===== config.mk =====
export PLATFORM = sky130hd
export DESIGN_NAME = fetch_sequencer
export DESIGN_NICKNAME = d
export VERILOG_FILES = /design/src/rtl/rv32i_pkg.sv /design/src/rtl/fetch_buf.sv /design/src/rtl/fetch_sequencer.sv
export SDC_FILE = /design/constraint.sdc
export NUM_CORES = 1
export LEC_CHECK = 0
export BUFFER_PORTS_ARGS = -buffer_cell sky130_fd_sc_hd__buf_4
export CAP_MARGIN = 20
export CORE_MARGIN = 3
export CORE_UTILIZATION = 56
export DETAILED_ROUTE_END_ITERATION = 7
export PLACE_DENSITY_LB_ADDON = 0.12
export SYNTH_ARGS = -nofsm -noshare
export SYNTH_HDL_FRONTEND = slang
export SYNTH_SLANG_ARGS = --single-unit

===== constraint.sdc =====
create_clock -name clk -period 9.9 [get_ports clk]
set_input_delay 0.495 -clock clk [delete_from_list [all_inputs] [get_ports clk]]
set_output_delay 0.495 -clock clk [all_outputs]
set_load 0.1 [all_outputs]

===== src/rtl/rv32i_pkg.sv =====
// Shared fetch-side types: PC operation codes, fetch FSM states and buffer entries.
package rv32i_pkg;

  localparam int FETCH_XLEN = 32;

  typedef enum logic [2:0] {
    PC_OP_HOLD = 3'd0,
    PC_OP_INC  = 3'd1,
    PC_OP_IMM  = 3'd2,
    PC_OP_ALU  = 3'd3
  } pc_op_e;

  typedef enum logic [1:0] {
    IDLE,
    REQ,
    WAIT,
    FLUSH
  } fetch_state_e;

  typedef struct packed {
    logic [FETCH_XLEN-1:0] pc;
    logic [FETCH_XLEN-1:0] inst;
  } fetch_entry_t;

endpackage


===== src/rtl/fetch_buf.sv =====
// Small FIFO of fetched {pc, inst} entries; flush empties it in one cycle.
module fetch_buf
  import rv32i_pkg::*;
#(
  parameter int DEPTH = 2
) (
  input  logic                   clk,
  input  logic                   rst,
  input  logic                   push,
  input  logic                   pop,
  input  logic                   flush,
  input  fetch_entry_t           wr_entry,
  output fetch_entry_t           head,
  output logic [$clog2(DEPTH):0] count
);

  localparam int AW = $clog2(DEPTH);
  localparam int CW = AW + 1;

  fetch_entry_t   mem [DEPTH];
  logic [AW-1:0]  wr_ptr;
  logic [AW-1:0]  rd_ptr;

  // Pointers wrap naturally because DEPTH is a power of two.
  always_ff @(posedge clk) begin
    if (rst || flush) begin
      wr_ptr <= '0;
      rd_ptr <= '0;
      count  <= '0;
    end else begin
      if (push) wr_ptr <= wr_ptr + 1'b1;
      if (pop)  rd_ptr <= rd_ptr + 1'b1;
      count <= count + CW'(push) - CW'(pop);
    end
  end

  always_ff @(posedge clk) begin
    if (push) mem[wr_ptr] <= wr_entry;
  end

  assign head = mem[rd_ptr];

endmodule


===== src/rtl/fetch_sequencer.sv =====
// Fetch control: issues instruction reads at the PC, tags responses, buffers them for decode.
// Optional FETCH_PERF_EN adds fetched / decode-stall counters.
module fetch_sequencer
  import rv32i_pkg::*;
#(
  parameter int XLEN      = 32,
  parameter int BUF_DEPTH = 2
) (
  input  logic            clk,
  input  logic            rst,
  input  logic [XLEN-1:0] i_pc_data,
  output pc_op_e          o_pc_op,
  input  logic            i_redirect_valid,
  input  logic            i_redirect_src,
  output logic            o_im_req_valid,
  input  logic            i_im_req_ready,
  output logic [XLEN-1:0] o_im_req_addr,
  input  logic            i_im_rsp_valid,
  input  logic [XLEN-1:0] i_im_rsp_data,
  output logic            o_inst_valid,
  output logic [XLEN-1:0] o_inst_data,
  output logic [XLEN-1:0] o_inst_pc,
`ifdef FETCH_PERF_EN
  output logic [31:0]     o_perf_fetched,
  output logic [31:0]     o_perf_stall,
`endif
  input  logic            i_inst_ready
);

  localparam int CW = $clog2(BUF_DEPTH) + 1;

  fetch_state_e    state;
  fetch_state_e    state_next;
  logic [XLEN-1:0] pc_tag;
  logic [CW-1:0]   count;
  logic            push;
  logic            pop;
  logic            flush;
  logic            accept;
  logic            outstanding;
  fetch_entry_t    head;
  fetch_entry_t    wr_entry;

  assign outstanding   = (state == WAIT) || (state == FLUSH);
  assign accept        = o_im_req_valid && i_im_req_ready;
  assign o_im_req_addr = i_pc_data;
  assign o_inst_valid  = (count != '0);
  assign o_inst_data   = head.inst;
  assign o_inst_pc     = head.pc;
  assign pop           = o_inst_valid && i_inst_ready;
  assign wr_entry      = '{pc: pc_tag, inst: i_im_rsp_data};

  // Redirect wins over everything; a response in the same cycle retires the
  // outstanding read, so only a still-pending read sends us to FLUSH.
  always_comb begin
    state_next     = state;
    o_pc_op        = PC_OP_HOLD;
    o_im_req_valid = 1'b0;
    push           = 1'b0;
    flush          = 1'b0;
    if (i_redirect_valid) begin
      o_pc_op    = i_redirect_src ? PC_OP_ALU : PC_OP_IMM;
      flush      = 1'b1;
      state_next = (outstanding && !i_im_rsp_valid) ? FLUSH : REQ;
    end else begin
      case (state)
        IDLE: state_next = REQ;
        REQ: begin
          o_im_req_valid = (count < CW'(BUF_DEPTH));
          if (o_im_req_valid && i_im_req_ready) begin
            o_pc_op    = PC_OP_INC;
            state_next = WAIT;
          end
        end
        WAIT: begin
          if (i_im_rsp_valid) begin
            push       = 1'b1;
            state_next = REQ;
          end
        end
        FLUSH: begin
          if (i_im_rsp_valid) state_next = REQ;
        end
        default: state_next = IDLE;
      endcase
    end
  end

  always_ff @(posedge clk) begin
    if (rst) state <= IDLE;
    else     state <= state_next;
  end

  always_ff @(posedge clk) begin
    if (accept) pc_tag <= i_pc_data;
  end

  fetch_buf #(
    .DEPTH (BUF_DEPTH)
  ) u_buf (
    .clk      (clk),
    .rst      (rst),
    .push     (push),
    .pop      (pop),
    .flush    (flush),
    .wr_entry (wr_entry),
    .head     (head),
    .count    (count)
  );

`ifdef FETCH_PERF_EN
  always_ff @(posedge clk) begin
    if (rst) begin
      o_perf_fetched <= '0;
      o_perf_stall   <= '0;
    end else begin
      if (push) o_perf_fetched <= o_perf_fetched + 32'd1;
      if (i_inst_ready && !o_inst_valid) o_perf_stall <= o_perf_stall + 32'd1;
    end
  end
`endif

endmodule

## Yosys cells after proc, flatten, opt, wreduce, memory -nomap -nowiden

Memory sizes are Yosys's and may differ from the RTL's. A register that Yosys moved wholly into a read port is not among the register bits.
Cells that the tools add are included.

| cells by class | value |
|---|---|
| equal/unequal tests | 5 |
| multiplexer cells | 19 |
| $add $sub $neg | 4 |
| reduce and logical (&&, ||, !) cells | 11 |
| magnitude comparators | 1 |

Operators by type and width:

| kind | count |
|---|---|
| 2-to-1 mux 1 bit | 13 |
| 2-to-1 mux 2 bit | 5 |
| one-hot mux 2 bit (3 select lines) | 1 |
| == test 2 bit (second input constant) | 2 |
| logical AND 1 bit | 4 |
| != test 3 x 1 -> 1 bit (second input constant) | 1 |
| != test 3 bit (second input constant) | 1 |
| adder 1 bit (second input constant) | 2 |
| adder 2 x 1 -> 2 bit | 1 |
| == test 2 x 1 -> 1 bit (second input constant) | 1 |
| zero test 2 bit | 1 |
| logical OR 1 bit | 2 |
| < comparator 2 bit (second input constant) | 1 |
| AND reduction 2 bit | 1 |
| nonzero test 2 bit | 1 |
| OR reduction 2 bit | 1 |
| subtractor 2 x 1 -> 2 bit | 1 |
| zero test 1 bit | 1 |

| storage, ports and cells | value |
|---|---|
| register bits after elaboration | 38 |
| word-level logic and storage cells | 46 |
| memories | 1 |
| RAM bits | 128 |

Memories:

| memory | depth | bits a word | rd ports | clocked after Yosys merged registers in | wr ports | RTL line | source |
|---|---|---|---|---|---|---|---|
| u_buf.mem | 2 | 64 | 1 | 1 | 1 | fetch_buf.sv:20 | `fetch_entry_t mem [DEPTH];` |

## Longest topological paths before layout

Gate-level depths: netlist of run 1.

| logic depth | value |
|---|---|
| word-level depth | 5 |
| gate-level depth with buffers | 5 |
| depth with buffers taken out | 5 |

## Modules after synthesis

A second synthesis of run 1 with hierarchy kept.

| unflattened totals | value |
|---|---|
| cell total of the unflattened synthesis | 299 |
| area total of the unflattened synthesis | 6,487.5 um^2 |

By module, submodules not included:

| module | instances | sequential area each (um^2) | cells an instance | area each (um^2) |
|---|---|---|---|---|
| fetch_buf | 1 | 3,943.8 | 218 | 5,131.2 |
| fetch_sequencer | 1 | 1,001.0 | 81 | 1,356.3 |

## Worst setup path before layout of run 1

OpenSTA, ideal clock, no wires.

| path | value |
|---|---|
| path type | input -> register |
| start | in i_redirect_valid |
| end | mem u_buf.mem[0][0] (netlist name) (enable) |
| buffers on the path | 1 |
| setup time | 0.486 ns |
| stages | 3 |
| arrival | 3.560 ns |
| setup slack | 5.854 ns |
| cell sequence | buf_6 > nand4bb_4 > nor2_1 |

| on the way | value |
|---|---|
| cells in the longest elaborated chain, start to end | 3 |

Ends and longest elaborated chain:

| item | RTL line | source |
|---|---|---|
| start, declared | fetch_sequencer.sv:13 | `input logic i_redirect_valid,` |
| 2-to-1 mux 1 bit | fetch_sequencer.sv:61 | `if (i_redirect_valid) begin` |
| 2-to-1 mux 1 bit | fetch_buf.sv:38 | `if (push) mem[wr_ptr] <= wr_entry;` |
| 2-to-1 mux 1 bit (not written as such) | fetch_buf.sv:38 |  |
| end, declared | fetch_buf.sv:20 |  |

No other way between the ends.

==> flow_summary.json, run 1 <==
{
  "whs_ns": 0.160,
  "synth-seq-cells": 167,
  "hold_viol_final": 0,
  "multi_input_area_um2": 958,
  "regArea_um2": 4950,
  "final_design_area_no_fill_um2": 7930,
  "drive_gt1_frac": 0.595,
  "cts-buffers-inserted": 17,
  "min_period_ns": 2.67,
  "wl_per_cell_um": 17.3,
  "clk_path_buf_depth": 2,
  "vias": 3079,
  "fmax_mhz": 375,
  "grt_usage": 0.174,
  "via_per_inst": 5.09,
  "fin_setup_tns_ns": 0,
  "final.period_utilization": 0.270,
  "finalCoreUtilization": 0.748,
  "wirelength_um": 10400,
  "status": "complete, no violations",
  "p_leak_nw": 2.93,
  "antenna_found_initial": 0,
  "p_per_area_nw_per_um2": 187,
  "dieWidth_um": 112,
  "p_sw_frac": 0.240,
  "fin_skew_ns": 0.00602,
  "fin_nets": 528,
  "antenna_cells": 0,
  "dp_hpwl_um": 6590,
  "grt_pass1_vias": 3271,
  "ir_drop_mv": 0.129,
  "maxCapViolCount": 0,
  "pwr-share-seq": 0.527,
  "final_common_cell": "buf_4",
  "final_cells": 605,
  "min_path_type": "primary input to flop",
  "die_h_um": 112,
  "cts_tree": "done",
  "dp_cells": 573,
  "final_cell_mix": "buf_4 (174), edfxtp_1 (160), mux2_2 (64), clkbuf_16 (16), dfxtp_1 (6)",
  "clk_latency_ns": 0.52,
  "cp-start-kind": "flop",
  "route.detailed.drc": 0,
  "cts_root_buffer": "clkbuf_8",
  "path_class": "flop to primary output",
  "rows": 37,
  "clkPwrFrac": 0.393,
  "cts_sinks": 167,
  "area_growth_pct": 27.0,
  "yosysSeqAreaShare": 0.792,
  "critPathArrivalTime_ns": 2.17,
  "grt_start_max_net_pins": 65,
  "finalWeightedCongestion": 0.747,
  "grt_pass1_wl_um": 16400,
  "endpoint_kind": "primary output",
  "cts_resized": 0,
  "relSlewSlack": 0.422,
  "postCtsSetupBuffers": 0,
  "synthesis.nets": 377,
  "yosys_warnings": 0,
  "max_slew.worst_pin.slew_ns": 0.867,
  "p_switching_mw": 0.355,
  "pwr-share-comb": 0.080,
  "start_util": 0.589,
  "fill_cells": 627,
  "synthDistinctLibCells": 27,
  "htreeDepth": 4,
  "overflow": 0,
  "crit-reg2reg-launch": "state[1]",
  "slew_viol_final": 0,
  "dieArea_um2": 12500,
  "min_from": "i_pc_data[17]",
  "placed_area_um2": 7390,
  "crit_required_ns": 9.41,
  "io_buffers": 170,
  "drtPass1Iterations": 4,
  "intPower_mw": 1.13,
  "setup_violations": 0,
  "synth_area_um2": 6240,
  "cts_hold_buffers": 0,
  "rsz0062_at_grt": "false",
  "syn_avg_cell_area_um2": 20.5,
  "synthCells": 305,
  "io_pins": 172,
  "reg2reg_slack_ns": 7.91,
  "design.core.area_um2": 10600,
  "drtAntennaViolNets": 0,
  "drt_iter0_markers": 114,
  "clkSlewWorstSetupHoldPaths_ns": 0.07,
  "critPathMaxFanout": 64
}
==> area by class of cell <==
| type | count | share of cell area |
|---|---|---|
| Timing Repair Buffer | 174 | 0.165 |
| Multi-Input combinational cell | 93 | 0.121 |
| Inverter | 3 | 0.00142 |
| Clock inverter | 14 | 0.0151 |
| Clock buffer | 18 | 0.0527 |
| Sequential cell | 167 | 0.624 |
| Tap cell | 136 | 0.0215 |
==> metal layers <==
layer | track usage | share of wire | vias to the layer above
met3 | 0.0636 | 0.068 | 11
met4 | 0.0633 | 0.012 | 0
met1 | 0.210 | 0.40 | 1497
met2 | 0.290 | 0.52 | 129
met5 | 0 | 0 | -
li1 | - | - | 1442
==> registers in the layout, indices dropped and copies added (netlist names), named ones only <==
register	cells
u_buf.mem	128
state	2
u_buf.rd_ptr	1
u_buf.count	2
u_buf.wr_ptr	1
pc_tag	32
==> Yosys cell counts (all sizes together) <==
master	instances	area (µm²)
edfxtp	160	4800
mux2	64	721
buf	42	339
dfxtp	7	140
nor3	5	35.0
nand2	4	17.5
xnor2	4	35.0
inv	3	11.3
a21oi	2	13.8
nor2	2	7.51
and2	1	6.26
and3b	1	8.76
and4bb	1	12.5
conb	1	3.75
ha	1	12.5
nand2b	1	6.26
nand4bb	1	27.5
nor4b	1	15.0
o21a	1	7.51
o21ai	1	5.00
o32ai	1	8.76
or2	1	6.26
==> critical path: stages (launching register included) <==
cell and delay [ns]:
dfxtp_2 0.31, buf_4 0.67, mux2_2 0.44, buf_4 0.24
==> path summary, 6_finish.rpt <==
path / endpoint / cells after the start
worst max-delay path: o_inst_data[10] / 3
worst min-delay path: pc_tag[17] / 1
worst max register to register: u_buf.mem[1][51] / 3
worst min register to register: u_buf.mem[1][55] / 0
==> logic make-up after synthesis <==
| kind of cell | count (synthesis) | synth area share |
|---|---|---|
| other | 1 | 0.000601 |
| flip-flops | 167 | 0.792 |
| AO/OA/AOI/OAI | 5 | 0.00561 |
| XOR/XNOR | 4 | 0.00561 |
| multiplexers | 64 | 0.115 |
| buffers and inverters | 45 | 0.0561 |
| adder cells (fa/ha/maj) | 1 | 0.00200 |
| AND/OR/NAND/NOR | 18 | 0.0228 |
==> power by group through the flow <==
stage | Combinational (mW) | Sequential, mW | Clock, mW
after floorplan | 0.0867 | 0.795 | 0
after CTS | 0.119 | 0.781 | 0.597
after detailed placement | 0.118 | 0.796 | 0
final | 0.118 | 0.781 | 0.582
after global routing | 0.122 | 0.781 | 0.632
after global placement | 0.117 | 0.795 | 0
==> stage by stage <==
stage	worst slack (ns)	power, mW
floorplan	5.85	0.882
detailed placement	7.69	0.914
finish	7.23	1.48
CTS	7.18	1.50
global route	7.11	1.54
global placement	7.70	0.912
Note: power is estimated with default switching activity, not from simulation.
==> run 2, diff against run 1 <==
Settings changed: CORE_UTILIZATION 56 to 47.
Clock period 9.9 ns to 2.2 ns, I/O delays scaled along.
==> run 2 against run 1 <==
- design area up 10%
- via count up 8.3%
- non-clock buffer count up 70
- combinational power rose to 5.4 times the previous value
- sequential share of layout area down 5.7 points
- critical endpoint is now o_inst_pc[25]
- power rose to 4.6 times the previous value
- setup slack worse by 7.0 ns
- wire length up 10%
- clock power rose to 4.7 times the previous value
- first-iteration DRC count up 63%
- die area up 18%
- clock skew about the same
==> flow_summary.json, run 2 (synthesized netlist as in run 1, its figures left out) <==
{
  "dieArea_um2": 14700,
  "cts_tree": "done",
  "antenna_found_initial": 0,
  "cts_root_buffer": "clkbuf_16",
  "cp-start-kind": "flop",
  "critPathMaxFanout": 27,
  "grt_pass1_wl_um": 17200,
  "htreeDepth": 4,
  "start_util": 0.487,
  "pre_cts_ws_ns": 0.535,
  "grt_usage": 0.157,
  "setup_violations": 0,
  "route.detailed.drc": 0,
  "postCtsSetupBuffers": 0,
  "fin_nets": 598,
  "p_per_area_nw_per_um2": 787,
  "reg_top3": "u_buf.mem x128, pc_tag x32",
  "final_common_cell": "buf_4",
  "io_pins": 172,
  "clkSlewWorstSetupHoldPaths_ns": 0.06,
  "fmax_mhz": 505,
  "io_buffers": 170,
  "design.core.area_um2": 12800,
  "via_per_inst": 4.70,
  "regArea_um2": 4950,
  "wirelength_um": 11500,
  "drt_iter0_markers": 186,
  "min_path_type": "primary input to flop",
  "cts_sinks": 167,
  "finalWeightedCongestion": 0.715,
  "min_period_ns": 1.98,
  "overflow": 0,
  "critPathArrivalTime_ns": 1.87,
  "drtAntennaViolNets": 0,
  "dp_hpwl_um": 7200,
  "clk_latency_ns": 0.41,
  "slew_viol_final": 0,
  "crit_required_ns": 2.09,
  "dieWidth_um": 121,
  "clk_path_buf_depth": 2,
  "drtPass1Iterations": 5,
  "endpoint_kind": "primary output",
  "ir_drop_mv": 0.560,
  "fill_cells": 865,
  "grt_pass1_vias": 3463,
  "hold_viol_final": 0,
  "layout_setup_ws_ns": 0.219,
  "grt_start_max_net_pins": 33,
  "multi_input_area_um2": 976,
  "rows": 41,
  "final_cell_mix": "buf_4 (175), edfxtp_1 (160), dlygate4sd3_1 (66), mux2_2 (64), clkbuf_16 (17)",
  "final_design_area_no_fill_um2": 8740,
  "vias": 3334,
  "fin_skew_ns": 0.00555,
  "p_leak_nw": 3.23,
  "wl_per_cell_um": 16.2,
  "regMostFlops": "u_buf.mem",
  "antenna_cells": 0,
  "status": "complete, no violations",
  "placed_area_um2": 7530,
  "rsz0062_at_grt": "false",
  "area_growth_pct": 39.9,
  "die_h_um": 121,
  "cts-buffers-inserted": 17,
  "largest_reg_flops": 128,
  "final.period_utilization": 0.900,
  "drive_gt1_frac": 0.519,
  "maxCapViolCount": 0,
  "path_class": "flop to primary output"
}
run 2: cell count changes in the layout (fill, tap and decap cells not counted), sizes merged:
cell,previous run,this run
dlygate4sd3,0,66
buf,174,178
clkinvlp,1,2
bufinv,0,2
inv,9,2
clkbuf,18,21
run 2: critical path, stage by stage (launching register included):
cell     delay (ns)
dfxtp_4        0.61
buf_4          0.25
mux2_2         0.36
buf_4          0.24
run 2: where the power goes:
group	internal, mW	switching, mW
sequential	3.50	0.0124
clock	1.65	1.07
combinational	0.224	0.413
total	5.38	1.50
run 2: stage by stage:
step	hold slack (ns)	power [mW]	instances	TNS [ns]	util
2_1_floorplan	0.172	3.97	305	-10.97	-
3_5_place_dp	0.298	4.12	613	0	0.587
6_report	0.0719	6.87	710	0	0.681
4_1_cts	0.0441	6.95	710	0	0.681
5_1_grt	0.0664	7.10	710	0	0.681
3_3_place_gp	0.296	4.12	613	0	0.587
run 2: final cells by class:
cell class	count	area share
Timing Repair Buffer	244	0.233
Sequential cell	167	0.567
Multi-Input combinational cell	93	0.112
Tap cell	172	0.0246
Clock inverter	10	0.0122
Inverter	3	0.00172
Clock buffer	21	0.0504
run 2: metal layers:
metal / part of all wire / vias up / track usage
li1: - / 1576 / -
met1: 0.41 / 1594 / 0.184
met2: 0.49 / 148 / 0.260
met3: 0.080 / 16 / 0.0555
met4: 0.020 / 0 / 0.0714
met5: 0 / - / 0
run 2: timing repair:
action,in CTS,in global routing
setup endpoints to repair,0,0
hold buffers,66,0
gates resized for setup,0,0
hold endpoints to repair,102,0
run 2: worst paths after layout:
check	from	to	slack, ns	depth (start not counted)
max	flop	o_inst_pc[25]	0.22	3
min	i_im_req_ready	state[1]	0.07	3
max reg2reg	state[1]	u_buf.mem[1][12]	0.54	3
min reg2reg	pc_tag[7]	u_buf.mem[1][39]	0.44	0
==> run 3, diff against run 2 <==
Settings changed: RECOVER_POWER set to 50.
==> run 3 against run 2 <==
- power is 0.73% lower
- non-clock buffer count is the same
- count of clock-buffer cells in the layout did not move
- clock skew down 0.00075 ns
- hold slack got worse by 0.0015 ns
- final cell count unchanged
- sequential cell count unchanged
==> flow_summary.json, run 3 (synthesized netlist as in run 1, its figures left out) <==
{
  "cts_tree": "done",
  "io_pins": 172,
  "drtPass1Iterations": 4,
  "largest_reg_flops": 128,
  "wirelength_um": 11500,
  "fmax_mhz": 497,
  "grt_start_max_net_pins": 33,
  "cts_sinks": 167,
  "min_from": "i_im_rsp_valid",
  "reg2reg_slack_ns": 0.19,
  "power_mw": 6.82,
  "dp_hpwl_um": 7200,
  "clk_path_buf_depth": 2,
  "dieWidth_um": 121,
  "drtAntennaViolNets": 0,
  "setup_violations": 0,
  "io_buffers": 170,
  "min_path_type": "primary input to flop",
  "htreeDepth": 4,
  "maxCapViolCount": 0,
  "finalWeightedCongestion": 0.715,
  "status": "complete, no violations",
  "rr_endpoint": "u_buf.mem[1][54]",
  "start_util": 0.487,
  "final_cell_mix": "edfxtp_1 (160), buf_4 (77), dlygate4sd3_1 (66), mux2_2 (64), clkbuf_1 (63)",
  "final.period_utilization": 0.914,
  "grt_pass1_vias": 3463,
  "grt_pass1_wl_um": 17200,
  "dieArea_um2": 14700,
  "cts_hold_buffers": 66,
  "final_design_area_no_fill_um2": 8490,
  "route.detailed.drc": 0,
  "cts-buffers-inserted": 17,
  "vias": 3372,
  "drt_iter0_markers": 199,
  "area_growth_pct": 35.9,
  "postCtsSetupBuffers": 0,
  "rows": 41,
  "grt_usage": 0.157,
  "p_leak_nw": 3.00,
  "min_period_ns": 2.01,
  "clk_latency_ns": 0.41,
  "placed_area_um2": 7530,
  "wl_per_cell_um": 16.2,
  "cts_resized": 0,
  "cp-start-kind": "flop",
  "design.core.area_um2": 12800,
  "fin_nets": 598,
  "crit_required_ns": 2.23,
  "cts_root_buffer": "clkbuf_16",
  "relSlewSlack": 0.213,
  "critPathMaxFanout": 32,
  "slew_viol_final": 0,
  "ir_drop_mv": 0.551,
  "max_slew.worst_pin.slew_ns": 1.19,
  "hold_depth": 3,
  "drive_gt1_frac": 0.403,
  "antenna_found_initial": 0,
  "path_class": "flop to flop",
  "final_common_cell": "edfxtp_1",
  "regMostFlops": "u_buf.mem",
  "endpoint_kind": "flop",
  "hold_end": "state[1]",
  "clkSlewWorstSetupHoldPaths_ns": 0.06,
  "reg_top3": "u_buf.mem x128, pc_tag x32",
  "rsz0062_at_grt": "false",
  "hold_viol_final": 0,
  "critPathArrivalTime_ns": 2.04,
  "finalCoreUtilization": 0.662,
  "p_per_area_nw_per_um2": 804,
  "overflow": 0,
  "die_h_um": 121,
  "via_per_inst": 4.75,
  "fin_skew_ns": 0.00479,
  "antenna_cells": 0,
  "reg2reg_depth": 3,
  "crit-reg2reg-launch": "state[1]"
}
[run 3: cell count changes in the layout (fill, tap and decap cells not counted)]
| cell | previous run | this run |
|---|---|---|
| dfxtp_1 | 5 | 6 |
| and2_0 | 0 | 1 |
| dfxtp_2 | 1 | 0 |
| clkbuf_4 | 0 | 37 |
| nand2_2 | 1 | 0 |
| clkbuf_2 | 0 | 3 |
| clkbuf_1 | 4 | 63 |
| buf_12 | 3 | 2 |
| buf_4 | 175 | 77 |
| nand2_1 | 2 | 3 |
| and2_4 | 1 | 0 |
[run 3: worst max-delay path by stage]
stage,from,endpoint,cells past startpoint
final,state[1],u_buf.mem[1][54],3
after detailed placement,state[1],u_buf.mem[1][12],3
after floorplan,u_buf.count[1],pc_tag[0],3
after global placement,state[1],u_buf.mem[1][9],3
after CTS,flop,o_inst_pc[25],3
after global routing,state[1],u_buf.mem[1][38],3
[run 3: layout make-up]
cell class | instances | area (µm²)
inverters | 3 | 15.0
flip-flops and latches | 167 | 4950
fillers | 939 | 4340
repair buffers | 244 | 1790
clock inverters | 10 | 106
well taps | 172 | 215
multi-input cells | 93 | 971
clock buffers | 21 | 440
[run 3: power by group]
part           switching [mW]  internal, mW  leakage (nW)
combinational           0.410         0.173          1.23
clock                    1.08          1.65         0.263
sequential             0.0123          3.50          1.50
total                    1.50          5.32          3.00
[run 3: per-layer routing]
| layer | GRT usage | vias to the layer above | wire length (µm) |
|---|---|---|---|
| met5 | 0 | - | 0 |
| met4 | 0.0714 | 0 | 273 |
| met3 | 0.0555 | 22 | 843 |
| met2 | 0.260 | 144 | 5640 |
| met1 | 0.184 | 1627 | 4730 |
| li1 | - | 1579 | - |
[run 3: critical path, stage by stage (launching register included)]
cell and delay [ns]:
dfxtp_1 0.47, and4bb_1 0.27, and2_0 0.17, clkbuf_2 0.71
[run 3: metrics by stage]
| step | cells | TNS, ns | hold WS (ns) | setup slack (ns) |
|---|---|---|---|---|
| 3_5_place_dp | 613 | 0 | 0.298 | 0.535 |
| 4_1_cts | 710 | 0 | 0.0441 | 0.170 |
| 5_1_grt | 710 | 0 | 0.0692 | 0.0631 |
| 2_1_floorplan | 305 | -10.97 | 0.172 | -0.343 |
| 3_3_place_gp | 613 | 0 | 0.296 | 0.551 |
| 6_report | 710 | 0 | 0.0705 | 0.189 |
